### config.mk
export PLATFORM = sky130hd
export DESIGN_NAME = multicycle_ctrl_fsm
export DESIGN_NICKNAME = d
export VERILOG_FILES = /design/src/rtl/multicycle_ctrl_fsm.sv
export SDC_FILE = /design/constraint.sdc
export NUM_CORES = 1
export LEC_CHECK = 0
export BUFFER_PORTS_ARGS = -buffer_cell sky130_fd_sc_hd__buf_2
export CAP_MARGIN = 15
export CORE_MARGIN = 2
export CORE_UTILIZATION = 50
export CTS_CLUSTER_SIZE = 24
export DETAILED_ROUTE_END_ITERATION = 8
export GPL_ROUTABILITY_DRIVEN = 1
export PLACE_DENSITY = 0.8
export SLEW_MARGIN = 20
export SYNTH_ARGS = -nofsm -noshare
export SYNTH_HDL_FRONTEND = slang
export SYNTH_SLANG_ARGS = --single-unit
export TNS_END_PERCENT = 10
### constraint.sdc
create_clock -name clk -period 3.25 [get_ports clk]
set_input_delay 0.65 -clock clk [delete_from_list [all_inputs] [get_ports clk]]
set_output_delay 0.65 -clock clk [all_outputs]
set_load 0.01 [all_outputs]
### src/rtl/multicycle_ctrl_fsm.sv
// Control FSM for a five-state multicycle MIPS-style datapath.
// Decodes IR fields and the current state into datapath selects and write enables.
//
//  state | meaning
//  ------+-----------------------------------------------------------
//  IF    | fetch: read memory at PC, load IR and PC+4 when MemReady
//  ID    | decode/register read, branch target calc, j/jal/jr retire
//  EX    | ALU operation, address calc, or beq compare-and-branch
//  MEM   | data memory access for lw/sw, held until MemReady
//  WB    | register file write for R-type, lw and immediates
module multicycle_ctrl_fsm #(
   parameter int CNT_WIDTH = 32
) (
   input  logic                 clk,
   input  logic                 reset,
   input  logic [5:0]           OpCode,
   input  logic [5:0]           Funct,
   input  logic                 MemReady,
   output logic                 PCWrite,
   output logic                 PCWriteCond,
   output logic                 IorD,
   output logic                 MemRead,
   output logic                 MemWrite,
   output logic                 IRWrite,
   output logic                 RegWrite,
   output logic                 ExtOp,
   output logic                 LuiOp,
   output logic [1:0]           RegDst,
   output logic [1:0]           MemtoReg,
   output logic [1:0]           ALUSrcA,
   output logic [1:0]           ALUSrcB,
   output logic [1:0]           PCSource,
   output logic [3:0]           ALUOp,
   output logic [2:0]           State,
   output logic                 Illegal,
   output logic [CNT_WIDTH-1:0] InstCount
);

   typedef enum logic [2:0] {
      S_IF  = 3'd0,
      S_ID  = 3'd1,
      S_EX  = 3'd2,
      S_MEM = 3'd3,
      S_WB  = 3'd4
   } state_t;

   state_t state_q, state_d;
   logic   retire;

   logic is_r, is_lw, is_sw, is_beq, is_j, is_jal, is_jr, is_shift;
   logic is_addi, is_addiu, is_andi, is_slti, is_sltiu, is_lui, legal;

   assign is_r     = (OpCode == 6'b000000);
   assign is_lw    = (OpCode == 6'b100011);
   assign is_sw    = (OpCode == 6'b101011);
   assign is_beq   = (OpCode == 6'b000100);
   assign is_j     = (OpCode == 6'b000010);
   assign is_jal   = (OpCode == 6'b000011);
   assign is_addi  = (OpCode == 6'b001000);
   assign is_addiu = (OpCode == 6'b001001);
   assign is_andi  = (OpCode == 6'b001100);
   assign is_slti  = (OpCode == 6'b001010);
   assign is_sltiu = (OpCode == 6'b001011);
   assign is_lui   = (OpCode == 6'b001111);
   assign is_jr    = is_r && (Funct == 6'b001000);
   // sll/srl/sra take the shift amount on ALU port A
   assign is_shift = is_r && ((Funct == 6'b000000) || (Funct == 6'b000010) ||
                              (Funct == 6'b000011));
   assign legal    = is_r | is_lw | is_sw | is_beq | is_j | is_jal | is_addi |
                     is_addiu | is_andi | is_slti | is_sltiu | is_lui;

   assign State = state_q;

   always_ff @(posedge clk or posedge reset) begin
      if (reset) begin
         state_q   <= S_IF;
         Illegal   <= 1'b0;
         InstCount <= '0;
      end else begin
         state_q <= state_d;
         Illegal <= (state_q == S_ID) && !legal;
         if (retire)
            InstCount <= InstCount + {{(CNT_WIDTH-1){1'b0}}, 1'b1};
      end
   end

   always_comb begin
      state_d     = S_IF;
      retire      = 1'b0;
      PCWrite     = 1'b0;
      PCWriteCond = 1'b0;
      IorD        = 1'b0;
      MemRead     = 1'b0;
      MemWrite    = 1'b0;
      IRWrite     = 1'b0;
      RegWrite    = 1'b0;
      ExtOp       = 1'b0;
      LuiOp       = 1'b0;
      RegDst      = 2'b00;
      MemtoReg    = 2'b00;
      ALUSrcA     = 2'b00;
      ALUSrcB     = 2'b00;
      PCSource    = 2'b00;
      ALUOp       = 4'b0000;

      case (state_q)
         S_IF: begin
            MemRead = 1'b1;
            ALUSrcB = 2'b01;
            PCWrite = MemReady;
            IRWrite = MemReady;
            state_d = MemReady ? S_ID : S_IF;
         end
         S_ID: begin
            ALUSrcB = 2'b11;
            ExtOp   = 1'b1;
            if (is_j || is_jal) begin
               PCWrite  = 1'b1;
               PCSource = 2'b10;
               retire   = 1'b1;
               if (is_jal) begin
                  RegWrite = 1'b1;
                  RegDst   = 2'b10;
                  MemtoReg = 2'b10;
               end
            end else if (is_jr) begin
               PCWrite  = 1'b1;
               PCSource = 2'b11;
               retire   = 1'b1;
            end else if (legal) begin
               state_d = S_EX;
            end
         end
         S_EX: begin
            if (is_r) begin
               ALUSrcA = is_shift ? 2'b10 : 2'b01;
               ALUOp   = 4'b0010;
               state_d = S_WB;
            end else if (is_lw || is_sw) begin
               ALUSrcA = 2'b01;
               ALUSrcB = 2'b10;
               ExtOp   = 1'b1;
               state_d = S_MEM;
            end else if (is_beq) begin
               ALUSrcA     = 2'b01;
               ALUOp       = 4'b0001;
               PCWriteCond = 1'b1;
               PCSource    = 2'b01;
               retire      = 1'b1;
            end else begin
               ALUSrcB = 2'b10;
               state_d = S_WB;
               if (is_lui) begin
                  ALUSrcA = 2'b11;
                  LuiOp   = 1'b1;
               end else begin
                  ALUSrcA = 2'b01;
                  ExtOp   = !is_andi;
                  if (is_addiu)      ALUOp = 4'b1011;
                  else if (is_andi)  ALUOp = 4'b0100;
                  else if (is_slti)  ALUOp = 4'b0101;
                  else if (is_sltiu) ALUOp = 4'b1101;
                  else               ALUOp = 4'b0000;
               end
            end
         end
         S_MEM: begin
            IorD     = 1'b1;
            MemRead  = is_lw;
            MemWrite = is_sw;
            if (!MemReady) begin
               state_d = S_MEM;
            end else if (is_lw) begin
               state_d = S_WB;
            end else begin
               retire = 1'b1;
            end
         end
         S_WB: begin
            RegWrite = 1'b1;
            RegDst   = is_r ? 2'b01 : 2'b00;
            MemtoReg = is_lw ? 2'b01 : 2'b00;
            retire   = 1'b1;
         end
         default: state_d = S_IF;
      endcase

      // An asserted reset must never let a write or read strobe escape
      if (reset) begin
         PCWrite     = 1'b0;
         PCWriteCond = 1'b0;
         MemWrite    = 1'b0;
         IRWrite     = 1'b0;
         RegWrite    = 1'b0;
         MemRead     = 1'b0;
      end
   end

endmodule
==> impl_table.tex <==
\begin{tabular}{lr}
\hline
Metric & Value \\
\hline
\multicolumn{2}{l}{\textbf{Setup path}} \\
Data required time of the worst path & 2.60 ns \\
CP Max Fanout & 6 \\
Startpoint Class & input pin \\
End of the worst register-to-register path & InstCount[25]\$\_DFFE\_PP0P\_ \\
Crit Path Class & input pin to primary output \\
Reg2reg start & State[0]\$\_DFF\_PP0\_ \\
Reg-to-reg setup timing slack & 0.98 ns \\
Logic depth of the worst register-to-register path & 6 \\
Critical Path Sink Type & primary output \\
Data arrival time of the worst path & 1.95 ns \\
\multicolumn{2}{l}{\textbf{Timing}} \\
Setup repair after global routing missed its margin & false \\
Share of the clock period used by the worst path & 80.1\% \\
Final worst setup slack & 0.648 ns \\
Count of endpoints failing setup in the final report & 0 \\
Post-Route Skew & 0.00604 ns \\
Number of hold violations in the final report & 0 \\
Final worst hold slack & 0.483 ns \\
Minimum period implied by the final worst setup slack & 2.60 ns \\
Slew headroom & 59.1\% \\
Worst Tran Pin Value & 0.614 ns \\
Fmax & 0.384 GHz \\
Number of pins exceeding their max-slew limit in the final report & 0 \\
Setup TNS & 0 ns \\
\multicolumn{2}{l}{\textbf{Min path}} \\
Number of cells traversed by the worst hold path & 1 \\
HP Class & flip-flop to flip-flop \\
Worst Hold Launch & InstCount[25]\$\_DFFE\_PP0P\_ \\
Destination of the worst hold path & InstCount[25]\$\_DFFE\_PP0P\_ \\
\multicolumn{2}{l}{\textbf{Yosys}} \\
Share of the yosys chip area belonging to registers & 43.3\% \\
Synthesized flop and latch total & 36 \\
Number of synthesis warnings & 0 \\
Synth top area cells & sky130\_fd\_sc\_hd\_\_dfrtp\_1 (43\%), sky130\_fd\_sc\_hd\_\_xnor2\_1 (10\%), sky130\_fd\_sc\_hd\_\_nand2\_1 (4.0\%), sky130\_fd\_sc\_hd\_\_nand3\_1 (3.6\%), sky130\_fd\_sc\_hd\_\_xor2\_1 (3.4\%) \\
Syn Inst Count & 214 \\
Most used flip-flop cell after synthesis & sky130\_fd\_sc\_hd\_\_dfrtp\_1 \\
Number of synthesized flops with an enable pin & 0 \\
Post-synth net total & 230 \\
Post-synthesis average cell area & 9.72 sq um \\
Netlist area before placement & 2080 sq um \\
Share of async-settable or async-resettable flops after synthesis & 100\% \\
Area leader, netlist & sky130\_fd\_sc\_hd\_\_dfrtp\_1 \\
Fraction of synthesized cell area taken by the top area cell type & 43.3\% \\
Unique masters post-synth & 46 \\
\multicolumn{2}{l}{\textbf{Floorplanning}} \\
Die height & 68.5 um \\
Placeable core region & 4000 sq um \\
Chip width & 68.5 um \\
Boundary Pins & 74 \\
Number of core rows & 23 \\
Initial core utilization & 52.0\% \\
Die area & 4690 sq um \\
\multicolumn{2}{l}{\textbf{Clock network}} \\
TritonCTS clock tree & done \\
CTS-repair resized insts & 0 \\
Maximum level of the CTS H-tree & 2 \\
Clk pin slew, worst setup/hold paths & 0.07 ns \\
Number of sinks driven by the clock tree & 36 \\
CTS Hold Buffers Added & 0 \\
Bufs on Longest Clock Path & 2 \\
Root buffer cell & sky130\_fd\_sc\_hd\_\_clkbuf\_8 \\
Number of buffers added by the clock tree synthesis step & 5 \\
Setup bufs post-CTS & 0 \\
Clk Latency, worst-skew pair & 0.29 ns \\
\multicolumn{2}{l}{\textbf{Detailed routing}} \\
Remaining design rule violation count & 0 \\
Final routed wire length divided by cell count & 13.9 um \\
Total routed wirelength & 4680 um \\
Remaining number of nets flagged by the antenna check after routing & 0 \\
Average via count per standard cell & 5.44 \\
Number of vias after detailed routing & 1,839 \\
Violation count after the first detailed-routing iteration & 125 \\
Length of the first detailed-routing pass in iterations & 5 \\
\multicolumn{2}{l}{\textbf{Final layout}} \\
Post-layout utilization of the core & 64.2\% \\
Summed area of non-filler cells in the final layout & 2570 sq um \\
Antenna cells & 0 \\
Number of nets in the finished design & 303 \\
Layout cell share with drive strength beyond 1 & 33.7\% \\
Non-filler instance count after layout & 338 \\
Relative area change from synthesis to final layout & 23.5\% \\
\multicolumn{2}{l}{\textbf{Power and ir drop}} \\
Maximum ir drop on the vdd rail & 339 uV \\
Power per cell area & 427 nW/um\^{}2 \\
Static Leakage & 1.28 nW \\
Pwr Total & 1.10 mW \\
\multicolumn{2}{l}{\textbf{GRT}} \\
Global-route wire length before repair & 7130 um \\
GRT Resource Usage Total & 20.4\% \\
Number of global-route vias before repair & 1,543 \\
GRT overflow & 0 \\
Largest net degree at the start of global routing & 37 \\
Antenna violations before repair & 0 \\
\multicolumn{2}{l}{\textbf{Place}} \\
Placement Cell Area & 2460 sq um \\
Final estimated routing congestion in global placement & 0.880 \\
Dpl cells & 330 \\
Number of I/O port buffers & 73 \\
Worst setup timing slack at the placement stage & 0.618 ns \\
Final HPWL DP & 3400 um \\
\multicolumn{2}{l}{\textbf{Run}} \\
Number of max-cap violations & 0 \\
\multicolumn{2}{l}{\textbf{Status}} \\
Outcome & finished, final reports clean \\
\hline
\end{tabular}
[cell type report]
type / count / area [sq um]
fill: 341 / 1430
timing repair buffer: 74 / 373
multi-input combinational: 165 / 1100
inverter: 5 / 18.8
sequential: 36 / 901
tap: 50 / 62.6
clock inverter: 3 / 42.5
clock buffer: 5 / 68.8
[layout by cell type, fill, tap and decap left out, types with 2 or more instances in the layout]
master / count
sky130_fd_sc_hd__a21oi_1: 7
sky130_fd_sc_hd__and3_1: 7
sky130_fd_sc_hd__and4_1: 7
sky130_fd_sc_hd__buf_2: 73
sky130_fd_sc_hd__clkbuf_8: 5
sky130_fd_sc_hd__dfrtp_1: 36
sky130_fd_sc_hd__inv_1: 5
sky130_fd_sc_hd__nand2_1: 22
sky130_fd_sc_hd__nand3_1: 15
sky130_fd_sc_hd__nand3b_1: 3
sky130_fd_sc_hd__nand4_1: 9
sky130_fd_sc_hd__nand4b_1: 2
sky130_fd_sc_hd__nor2_1: 18
sky130_fd_sc_hd__nor2b_1: 3
sky130_fd_sc_hd__nor3_1: 6
sky130_fd_sc_hd__nor3b_1: 4
sky130_fd_sc_hd__o21ai_0: 5
sky130_fd_sc_hd__xnor2_1: 24
sky130_fd_sc_hd__xor2_1: 8
[registers in the layout, summed over array words and instances (netlist names)]
name / cells
Illegal: 1
InstCount: 32
State: 3
[worst max-delay path: stages]
cell and delay [ns]:
sky130_fd_sc_hd__buf_2 0.13, sky130_fd_sc_hd__nor2_1 0.34, sky130_fd_sc_hd__nand2_1 0.17, sky130_fd_sc_hd__nor3_1 0.34, sky130_fd_sc_hd__a21oi_1 0.07, sky130_fd_sc_hd__nor2_1 0.11
sky130_fd_sc_hd__buf_2 0.14
[how the worst max path moves through the flow]
stage                     cells after the start  slack [ns]                   endpoint      start
final                                         7        0.65                   RegWrite  OpCode[5]
after global routing                          7        0.53                   RegWrite  OpCode[5]
after CTS                                     7        0.66                   RegWrite  OpCode[5]
after detailed placement                      7        0.62  InstCount[27]$_DFFE_PP0P_  OpCode[2]
after global placement                        7        0.67                   RegWrite  OpCode[5]
after floorplan                               2        0.81                   MemWrite      reset
[cells by family after synthesis]
| family | count (synthesis) | synth area share [%] |
|---|---|---|
| simple gates | 110 | 31.3 |
| compound gates | 21 | 6.98 |
| flops | 36 | 43.3 |
| xor+xnor | 32 | 13.5 |
| buf+inv | 13 | 3.73 |
| mux | 1 | 0.541 |
| fa+ha+maj | 1 | 0.602 |
[layer usage]
layer	track usage (%)	routed length [um]	share of wire, %	vias up
met1	28.4	2120	45	875
li1	-	-	-	900
met3	4.87	283	6.0	9
met5	0	0	0	-
met4	8.75	89	1.9	0
met2	30.2	2190	47	55
[synth_stat cells (2+ instances only)]
cell type / number
sky130_fd_sc_hd__dfrtp_1: 36
sky130_fd_sc_hd__xnor2_1: 24
sky130_fd_sc_hd__nand2_1: 22
sky130_fd_sc_hd__nor2_1: 18
sky130_fd_sc_hd__nand3_1: 15
sky130_fd_sc_hd__nand4_1: 9
sky130_fd_sc_hd__xor2_1: 8
sky130_fd_sc_hd__a21oi_1: 7
sky130_fd_sc_hd__and3_1: 7
sky130_fd_sc_hd__and4_1: 7
sky130_fd_sc_hd__nor3_1: 6
sky130_fd_sc_hd__inv_1: 5
sky130_fd_sc_hd__o21ai_0: 5
sky130_fd_sc_hd__nor3b_1: 4
sky130_fd_sc_hd__buf_4: 3
sky130_fd_sc_hd__nand3b_1: 3
sky130_fd_sc_hd__nor2b_1: 3
sky130_fd_sc_hd__buf_2: 2
sky130_fd_sc_hd__buf_6: 2
sky130_fd_sc_hd__nand4b_1: 2
[power by group]
part           internal (mW)  leakage [nW]  switching [mW]  total [mW]
clock network          0.227        0.0541           0.163       0.389
registers              0.477         0.484          0.0396       0.516
logic                 0.0813         0.746           0.109       0.190
total                  0.785          1.28           0.311        1.10
Note: power is estimated with default switching activity, not from simulation.
